--- config.mk ---
export PLATFORM = sky130hd
export DESIGN_NAME = pe_cfg_seq
export DESIGN_NICKNAME = d
export VERILOG_FILES = /design/src/rtl/pe_cfg_seq.sv
export SDC_FILE = /design/constraint.sdc
export NUM_CORES = 1
export LEC_CHECK = 0
export ABC_CLOCK_PERIOD_IN_PS = 3000
export CORE_UTILIZATION = 40
export DETAILED_ROUTE_END_ITERATION = 16
export GPL_TIMING_DRIVEN = 1
export PLACE_DENSITY = 0.87
export SETUP_SLACK_MARGIN = 0.5
export SLEW_MARGIN = 20
export SYNTH_ARGS = -nofsm -noshare
export SYNTH_HDL_FRONTEND = slang
export SYNTH_SLANG_ARGS = --single-unit
--- constraint.sdc ---
create_clock -name clk -period 3 [get_ports clk]
set_input_delay 0.6 -clock clk [delete_from_list [all_inputs] [get_ports clk]]
set_output_delay 0.6 -clock clk [all_outputs]
set_load 0.01 [all_outputs]
--- src/rtl/pe_cfg_seq.sv ---
// pe_cfg_seq: streams XID/YID scan chains from a word stream, loads LN config, then pulses PE enable.
//   clk/rst                       : clock, asynchronous active-high reset
//   start_i/abort_i               : start pulse (taken in IDLE only), abort to IDLE from any state
//   layer_config_i/ln_config_i/pe_mask_i : captured when start is accepted
//   cfg_valid_i/cfg_ready_o/cfg_data_i   : ID word stream, {opsum, ipsum, ifmap, filter} with filter in the LSBs
//   set_XID_o + *_XID_scan_in_o   : X scan shift, one per accepted word in LOAD_X
//   set_YID_o + *_YID_scan_in_o   : Y scan shift, one per accepted word in LOAD_Y
//   set_LN_o/LN_config_in_o       : one-cycle LN load
//   PE_en_o/PE_config_o           : one-cycle enable mask, captured layer config
//   busy_o/done_o                 : not idle, one-cycle completion pulse
module pe_cfg_seq #(
    parameter int NUMS_PE_ROW = 6,
    parameter int NUMS_PE_COL = 8,
    parameter int XID_BITS    = 4,
    parameter int YID_BITS    = 3,
    parameter int CONFIG_SIZE = 10
) (
    input  logic                               clk,
    input  logic                               rst,
    input  logic                               start_i,
    input  logic                               abort_i,
    input  logic [CONFIG_SIZE-1:0]             layer_config_i,
    input  logic [NUMS_PE_ROW-2:0]             ln_config_i,
    input  logic [NUMS_PE_ROW*NUMS_PE_COL-1:0] pe_mask_i,
    input  logic                               cfg_valid_i,
    output logic                               cfg_ready_o,
    input  logic [4*XID_BITS-1:0]              cfg_data_i,
    output logic                               set_XID_o,
    output logic [XID_BITS-1:0]                filter_XID_scan_in_o,
    output logic [XID_BITS-1:0]                ifmap_XID_scan_in_o,
    output logic [XID_BITS-1:0]                ipsum_XID_scan_in_o,
    output logic [XID_BITS-1:0]                opsum_XID_scan_in_o,
    output logic                               set_YID_o,
    output logic [YID_BITS-1:0]                filter_YID_scan_in_o,
    output logic [YID_BITS-1:0]                ifmap_YID_scan_in_o,
    output logic [YID_BITS-1:0]                ipsum_YID_scan_in_o,
    output logic [YID_BITS-1:0]                opsum_YID_scan_in_o,
    output logic                               set_LN_o,
    output logic [NUMS_PE_ROW-2:0]             LN_config_in_o,
    output logic [NUMS_PE_ROW*NUMS_PE_COL-1:0] PE_en_o,
    output logic [CONFIG_SIZE-1:0]             PE_config_o,
    output logic                               busy_o,
    output logic                               done_o
);
    localparam int NPE = NUMS_PE_ROW * NUMS_PE_COL;
    typedef enum logic [2:0] {IDLE, LOAD_X, LOAD_Y, LOAD_LN, ENABLE} state_t;
    state_t                 state_q, state_d;
    logic [5:0]             cnt_q, cnt_d;
    logic [CONFIG_SIZE-1:0] cfg_q, cfg_d;
    logic [NUMS_PE_ROW-2:0] ln_q, ln_d;
    logic [NPE-1:0]         mask_q, mask_d;
    logic                   hs, last;
    // abort kills every strobe in the cycle it is seen
    assign cfg_ready_o = (state_q == LOAD_X || state_q == LOAD_Y) && !abort_i;
    assign hs          = cfg_valid_i && cfg_ready_o;
    assign last        = cnt_q == ((state_q == LOAD_X) ? 6'(NPE - 1) : 6'(NUMS_PE_ROW - 1));
    assign set_XID_o   = hs && state_q == LOAD_X;
    assign set_YID_o   = hs && state_q == LOAD_Y;
    assign set_LN_o    = state_q == LOAD_LN && !abort_i;
    assign done_o      = state_q == ENABLE && !abort_i;
    assign busy_o      = state_q != IDLE;
    assign PE_en_o        = done_o ? mask_q : '0;
    assign PE_config_o    = cfg_q;
    assign LN_config_in_o = set_LN_o ? ln_q : '0;
    assign filter_XID_scan_in_o = set_XID_o ? cfg_data_i[0*XID_BITS +: XID_BITS] : '0;
    assign ifmap_XID_scan_in_o  = set_XID_o ? cfg_data_i[1*XID_BITS +: XID_BITS] : '0;
    assign ipsum_XID_scan_in_o  = set_XID_o ? cfg_data_i[2*XID_BITS +: XID_BITS] : '0;
    assign opsum_XID_scan_in_o  = set_XID_o ? cfg_data_i[3*XID_BITS +: XID_BITS] : '0;
    assign filter_YID_scan_in_o = set_YID_o ? cfg_data_i[0*XID_BITS +: YID_BITS] : '0;
    assign ifmap_YID_scan_in_o  = set_YID_o ? cfg_data_i[1*XID_BITS +: YID_BITS] : '0;
    assign ipsum_YID_scan_in_o  = set_YID_o ? cfg_data_i[2*XID_BITS +: YID_BITS] : '0;
    assign opsum_YID_scan_in_o  = set_YID_o ? cfg_data_i[3*XID_BITS +: YID_BITS] : '0;
    always_comb begin
        state_d = state_q;
        cnt_d   = cnt_q;
        cfg_d   = cfg_q;
        ln_d    = ln_q;
        mask_d  = mask_q;
        if (abort_i) begin
            state_d = IDLE;
            cnt_d   = '0;
        end else begin
            case (state_q)
                IDLE: if (start_i) begin
                    state_d = LOAD_X;
                    cnt_d   = '0;
                    cfg_d   = layer_config_i;
                    ln_d    = ln_config_i;
                    mask_d  = pe_mask_i;
                end
                LOAD_X, LOAD_Y: if (hs) begin
                    cnt_d = last ? '0 : cnt_q + 6'd1;
                    if (last) state_d = (state_q == LOAD_X) ? LOAD_Y : LOAD_LN;
                end
                LOAD_LN: state_d = ENABLE;
                default: state_d = IDLE;
            endcase
        end
    end
    always_ff @(posedge clk or posedge rst) begin
        if (rst) begin
            state_q <= IDLE;
            cnt_q   <= '0;
            cfg_q   <= '0;
            ln_q    <= '0;
            mask_q  <= '0;
        end else begin
            state_q <= state_d;
            cnt_q   <= cnt_d;
            cfg_q   <= cfg_d;
            ln_q    <= ln_d;
            mask_q  <= mask_d;
        end
    end
endmodule

---- After elaboration in Yosys (flattened, before gate mapping) ----
Index checks and enable logic that the tools add are counted.
Widths: inputs -> output; s select.
storage, ports and cells
  bits in registers ....................... 72
  bits of input ports ..................... 84
  output and inout port bits .............. 97
  word-level logic and storage cells ...... 52
cells by class
  add/subtract/negate cells ............... 1
  eq/ne operators ......................... 8
  multiplexer cells ....................... 22
  bitwise gates (word level) .............. 1
  reductions and logical operators ........ 15
operators by type and width
  kind                 number
  $mux 48              1
  $mux 6               5
  $mux 3               8
  $mux 4               4
  $pmux 6 s2           1
  $ne 3x3->1 const B   3
  $pmux 3 s3           1
  $reduce_and 3->1     3
  $add 6x1->6 const B  1
  $eq 3x2->1 const B   2
  $eq 6x6->1           1
  $logic_and 1x1->1    6
  $reduce_bool 3->1    2
  $mux 5               1
  $eq 3x1->1 const B   1
  $eq 3x3->1 const B   1
  $logic_not 3->1      1
  $reduce_or 2->1      1
  $logic_not 1->1      1
  $logic_or 1x1->1     1
  $mux 1               1
  $not 1->1            1

---- Longest topological paths before layout ----
  depth after elaboration ................. 7
  depth in mapped cells ................... 6
  depth with buffers taken out ............ 5

---- Worst setup path before layout ----
No wires, ideal clock.
  kind .................................... in2out
  from .................................... input port abort_i
  to ...................................... output port ifmap_XID_scan_in_o[1]
  arrival time ............................ 1.477 ns
  data required time ...................... 2.400 ns
  slack ................................... 0.923 ns
  stages .................................. 4
  path buffers ............................ 1
  cells stage by stage .................... nor2_4 > nor4b_4 > buf_2 > and2_1
on the way
  word-level cells in the longest chain between the ends .. 5
RTL lines
  item                 RTL line  RTL
  start: declaration   21        input logic abort_i,
  $logic_not 1->1      54        assign cfg_ready_o = (state_q == LOAD_X || state_q == LOAD_Y) && !abort_i;
  $logic_and 1x1->1    54
  $logic_and 1x1->1    55        assign hs = cfg_valid_i && cfg_ready_o;
  $logic_and 1x1->1    57        assign set_XID_o = hs && state_q == LOAD_X;
  named net set_XID_o  28        output logic set_XID_o,
  $mux 4               66        assign ifmap_XID_scan_in_o = set_XID_o ? cfg_data_i[1*XID_BITS +: XID_BITS] : '0;
  end: declaration     30        output logic [XID_BITS-1:0] ifmap_XID_scan_in_o,
The timed path passes the listed nets, and every way through them passes these cells.

---- Worst setup path in the final report ----
  from .................................... register state_q[1]
  to ...................................... output port ipsum_XID_scan_in_o[3]
on the way
  word-level cells in the longest chain between the ends .. 6
  elaborated cells between the ends (all ways) .. 7
  classes of those cells .................. eq/ne: 2; mux: 1; reduce/logical: 4
RTL lines
  item                                      RTL line  RTL
  start: declaration                        47        state_t state_q, state_d;
  start signal: assignment                  108       state_q <= state_d;
  $eq 3x1->1 or $eq 3x2->1 (tied branches)  54, 57
  $logic_or 1x1->1                          54
  $logic_and 1x1->1                         54
  $logic_and 1x1->1                         55
  $logic_and 1x1->1 (*)                     57
  $mux 4 (*)                                67        assign ipsum_XID_scan_in_o = set_XID_o ? cfg_data_i[2*XID_BITS +: XID_BITS] : '0;
  end: declaration                          31        output logic [XID_BITS-1:0] ipsum_XID_scan_in_o,
Every way passes the cells marked *; elsewhere a longest branch is shown, timed or not.

==> run_results.csv <==
group,metric,value,unit
pwr,p_int,1.94,mW
clock_network,cts_buffer_depth,2,
floorplanning,die_w,96.2,µm
timing,slew_viol_final,0,
global_routing,grt_usage,23.2,%
pwr,power_frac_seq,49.7,%
synth,synth_warnings,0,
place,place_congestion,0.782,
critical_path,required,2.40,ns
synth,synth_top_area_share,50.8,%
drt,vias,3049,
timing,fmax,397,MHz
timing,hold_viol,0,
pwr,pwr-share-comb,25.1,%
pwr,power.leakage,2.75,nW
synth,seq_area_frac_synth,50.8,%
clock_network,cts_tree,"done",
global_routing,grt_pass1_vias,3208,
pwr,p_sw_share,26.0,%
clock_network,root_buffer,"clkbuf_8",
synth,synth_most_common_cell,"and2_1",
critical_path,end_kind,"output port",
cells_and_area,finalNetCount,588,
drt,first_pass_iters,4,
critical_path,slowest_delay,0.47,ns
synth,postSynth.asyncResetShare,100,%
critical_path,cp_slowest_cell,"dfrtp_2",
timing,rsz0062_at_grt,"yes",
timing,fin_ws,0.481,ns
floorplanning,dieArea,9250,µm²
floorplanning,design.core.area,8380,µm²
cells_and_area,regArea,1800,µm²
job,drv_cap,0,
timing,min_period,2.52,ns
drt,route.detailed.drc,0,
clock_network,insertion_delay,0.33,ns
pwr,clkPwrFrac,25.2,%
place,dp_hpwl,7.04,mm
floorplanning,ioPinCount,181,
critical_path,cp.arrival,1.92,ns
floorplanning,dieHeight,96.2,µm
synth,synth_fp_nets,373,
floorplanning,rows,33,
outcome,status,"finished clean",
clock_network,htree_levels,3,
timing,timing.slew.headroom,46.2,%
cells_and_area,diodes,0,
synth,ys.flop_type,"dfrtp_1",
synth,syn_inst,288,
timing,tightest_slew,0.806,ns
drt,ant_nets,0,
critical_path,crit_path_start_kind,"flop",
synth,netlist_area,3550,µm²
synth,synth_edf_count,0,
pwr,powerDensity,453,nW/µm²
cells_and_area,multiInputGateArea,1690,µm²
place,io_buffers,180,
critical_path,crit_top_cell,"buf_6",
timing,period_share,84.0,%
global_routing,antenna_found_initial,0,
drt,wl_per_cell,17.2,µm
global_routing,grt_first_pass_wirelength,16.0,mm
pwr,power,2.62,mW
cells_and_area,instances_no_fill,613,
place,post-place-cells,573,
synth,ys_types,39,
pwr,irDropWorstVdd,0.000298,V
critical_path,cp_max_fo,5,
timing,setup_viol,0,
floorplanning,initial_core_util,42.3,%
synth,netlist.top_cell.by_area,"dfrtp_1",
synth,synth_commonest_cells,"81 x and2_1, 72 x dfrtp_1, 64 x mux2_2",
clock_network,numCtsBuffers,9,
drt,route.final.wire_length,10.5,mm
cells_and_area,drive_gt1_share,37.8,%
cells_and_area,syn2layout_area_growth,63.2,%
global_routing,grt_overflow,0,
clock_network,path_clk_slew,0.08,ns
synth,ys_ff_latch,72,
hold_path,hold_class,"reg2reg",
drt,drtIter0Drc,113,
place,dp_slack,-0.0514,ns
cells_and_area,n_fill_cell,627,
global_routing,grt_max_degree,38,
timing,clock_skew,0.00923,ns
clock_network,cts_sinks,72,
drt,via_per_inst,4.97,
synth,synthTopCellsByArea,"dfrtp_1 51%, mux2_2 20%, and2_1 14%",
pwr,p_sw,0.683,mW
critical_path,path_cells,"buf_6 -> nor4b_4 -> buf_4 -> buf_6 -> buf_6 -> and2_4 -> buf_6",
synth,syn_area_per_cell,12.3,µm²
critical_path,crit_type,"reg2out",
[path summary, 6_finish.rpt]
check / slack, ns / startpoint / cells past startpoint / end
setup / recovery: 0.48 / state_q[1]$_DFFE_PP0P_ / 7 / ipsum_XID_scan_in_o[3]
hold / removal: 0.50 / mask_q[0]$_DFFE_PP0P_ / 1 / mask_q[0]$_DFFE_PP0P_
setup reg to reg: 0.93 / state_q[1]$_DFFE_PP0P_ / 6 / mask_q[11]$_DFFE_PP0P_
hold reg to reg: 0.50 / mask_q[0]$_DFFE_PP0P_ / 1 / mask_q[0]$_DFFE_PP0P_
max in group asynchronous: 1.60 / rst / 3 / mask_q[30]$_DFFE_PP0P_
min in group asynchronous: 0.74 / rst / 2 / mask_q[23]$_DFFE_PP0P_
[cell usage in the layout (no fill, tap or decap), types with 2 or more instances in the layout]
master	Yosys	final
mux2_2	64	64
and3_1	2	2
o21ai_0	2	2
nand4_1	2	2
clkdlybuf4s50_1	0	92
inv_1	5	3
a211o_1	2	2
or3_1	2	2
clkdlybuf4s15_1	0	18
clkbuf_8	0	10
and2_1	81	73
clkinv_2	0	4
clkbuf_2	1	35
and2_4	0	8
o211ai_1	2	2
o31a_1	2	2
buf_8	0	3
dfrtp_1	72	70
inv_2	0	2
buf_6	0	16
nor4b_4	2	2
dlygate4sd2_1	0	20
dfrtp_2	0	2
nand3_1	2	2
buf_12	0	4
clkbuf_1	3	2
buf_4	2	21
nand2_1	7	6
buf_2	9	8
nor3_1	3	2
nor2_1	4	4
[critical path: cells and delay by family (launching register included)]
family | cells | cell delay, ns
buffers and inverters | 5 | 0.63
flip-flops | 1 | 0.47
AND/OR/NAND/NOR | 2 | 0.49
[repair_timing]
action                     CTS  global route
hold buffers                 0             0
setup buffers               19             1
setup endpoints to repair   86            71
resized for setup          145           112
cloned                       4             0
pin swaps                    4             3
[cell type report]
class	instances	share of cell area, %
multi-input cells	196	29.2
well taps	105	2.27
clock buffers	12	2.51
inverters	5	0.324
repair buffers	219	34.2
clock inverters	4	0.346
flip-flops and latches	72	31.2
[cells by family after synthesis]
family / share of synthesized area, %
and+or+nand+nor: 20.8
DFF: 50.8
muxes: 20.7
buffers and inverters: 2.68
AOI/OAI and AO/OA: 4.44
xor gates and xnor gates: 0.247
adders and majority gates: 0.353
[per-stage QoR]
stage	cell area, µm²	util [%]	hold slack [ns]	TNS [ns]
after floorplan	3550	-	0.470	0
after global placement	5550	66.3	0.478	-0.0113
after detailed placement	5550	66.3	0.484	-1.17
after CTS	5860	70.0	0.501	0
after global routing	5790	69.1	0.512	0
final	5790	69.1	0.497	0
[power by group through the flow]
| stage | clock network (mW) | registers, mW | logic (mW) |
|---|---|---|---|
| 3_3_place_gp | 0 | 1.31 | 0.606 |
| 6_report | 0.661 | 1.30 | 0.658 |
| 2_1_floorplan | 0 | 1.30 | 0.328 |
| 4_1_cts | 0.679 | 1.31 | 0.650 |
| 5_1_grt | 0.723 | 1.33 | 0.707 |
| 3_5_place_dp | 0 | 1.33 | 0.628 |
[flip-flops by register name, summed over array words and instances (netlist names)]
signal and count:
ln_q 5, state_q 3, PE_config_o 10, mask_q 48, cnt_q 6
[layer usage]
metal  vias to the layer above  global-route usage, %  part of all wire (%)
li1                       1412                      -                     -
met1                      1489                   28.4                    40
met2                       116                   39.1                    51
met3                        32                   4.90                   5.7
met4                         0                   10.4                   2.7
met5                         -                      0                     0
(Power assumes the default switching activity.)
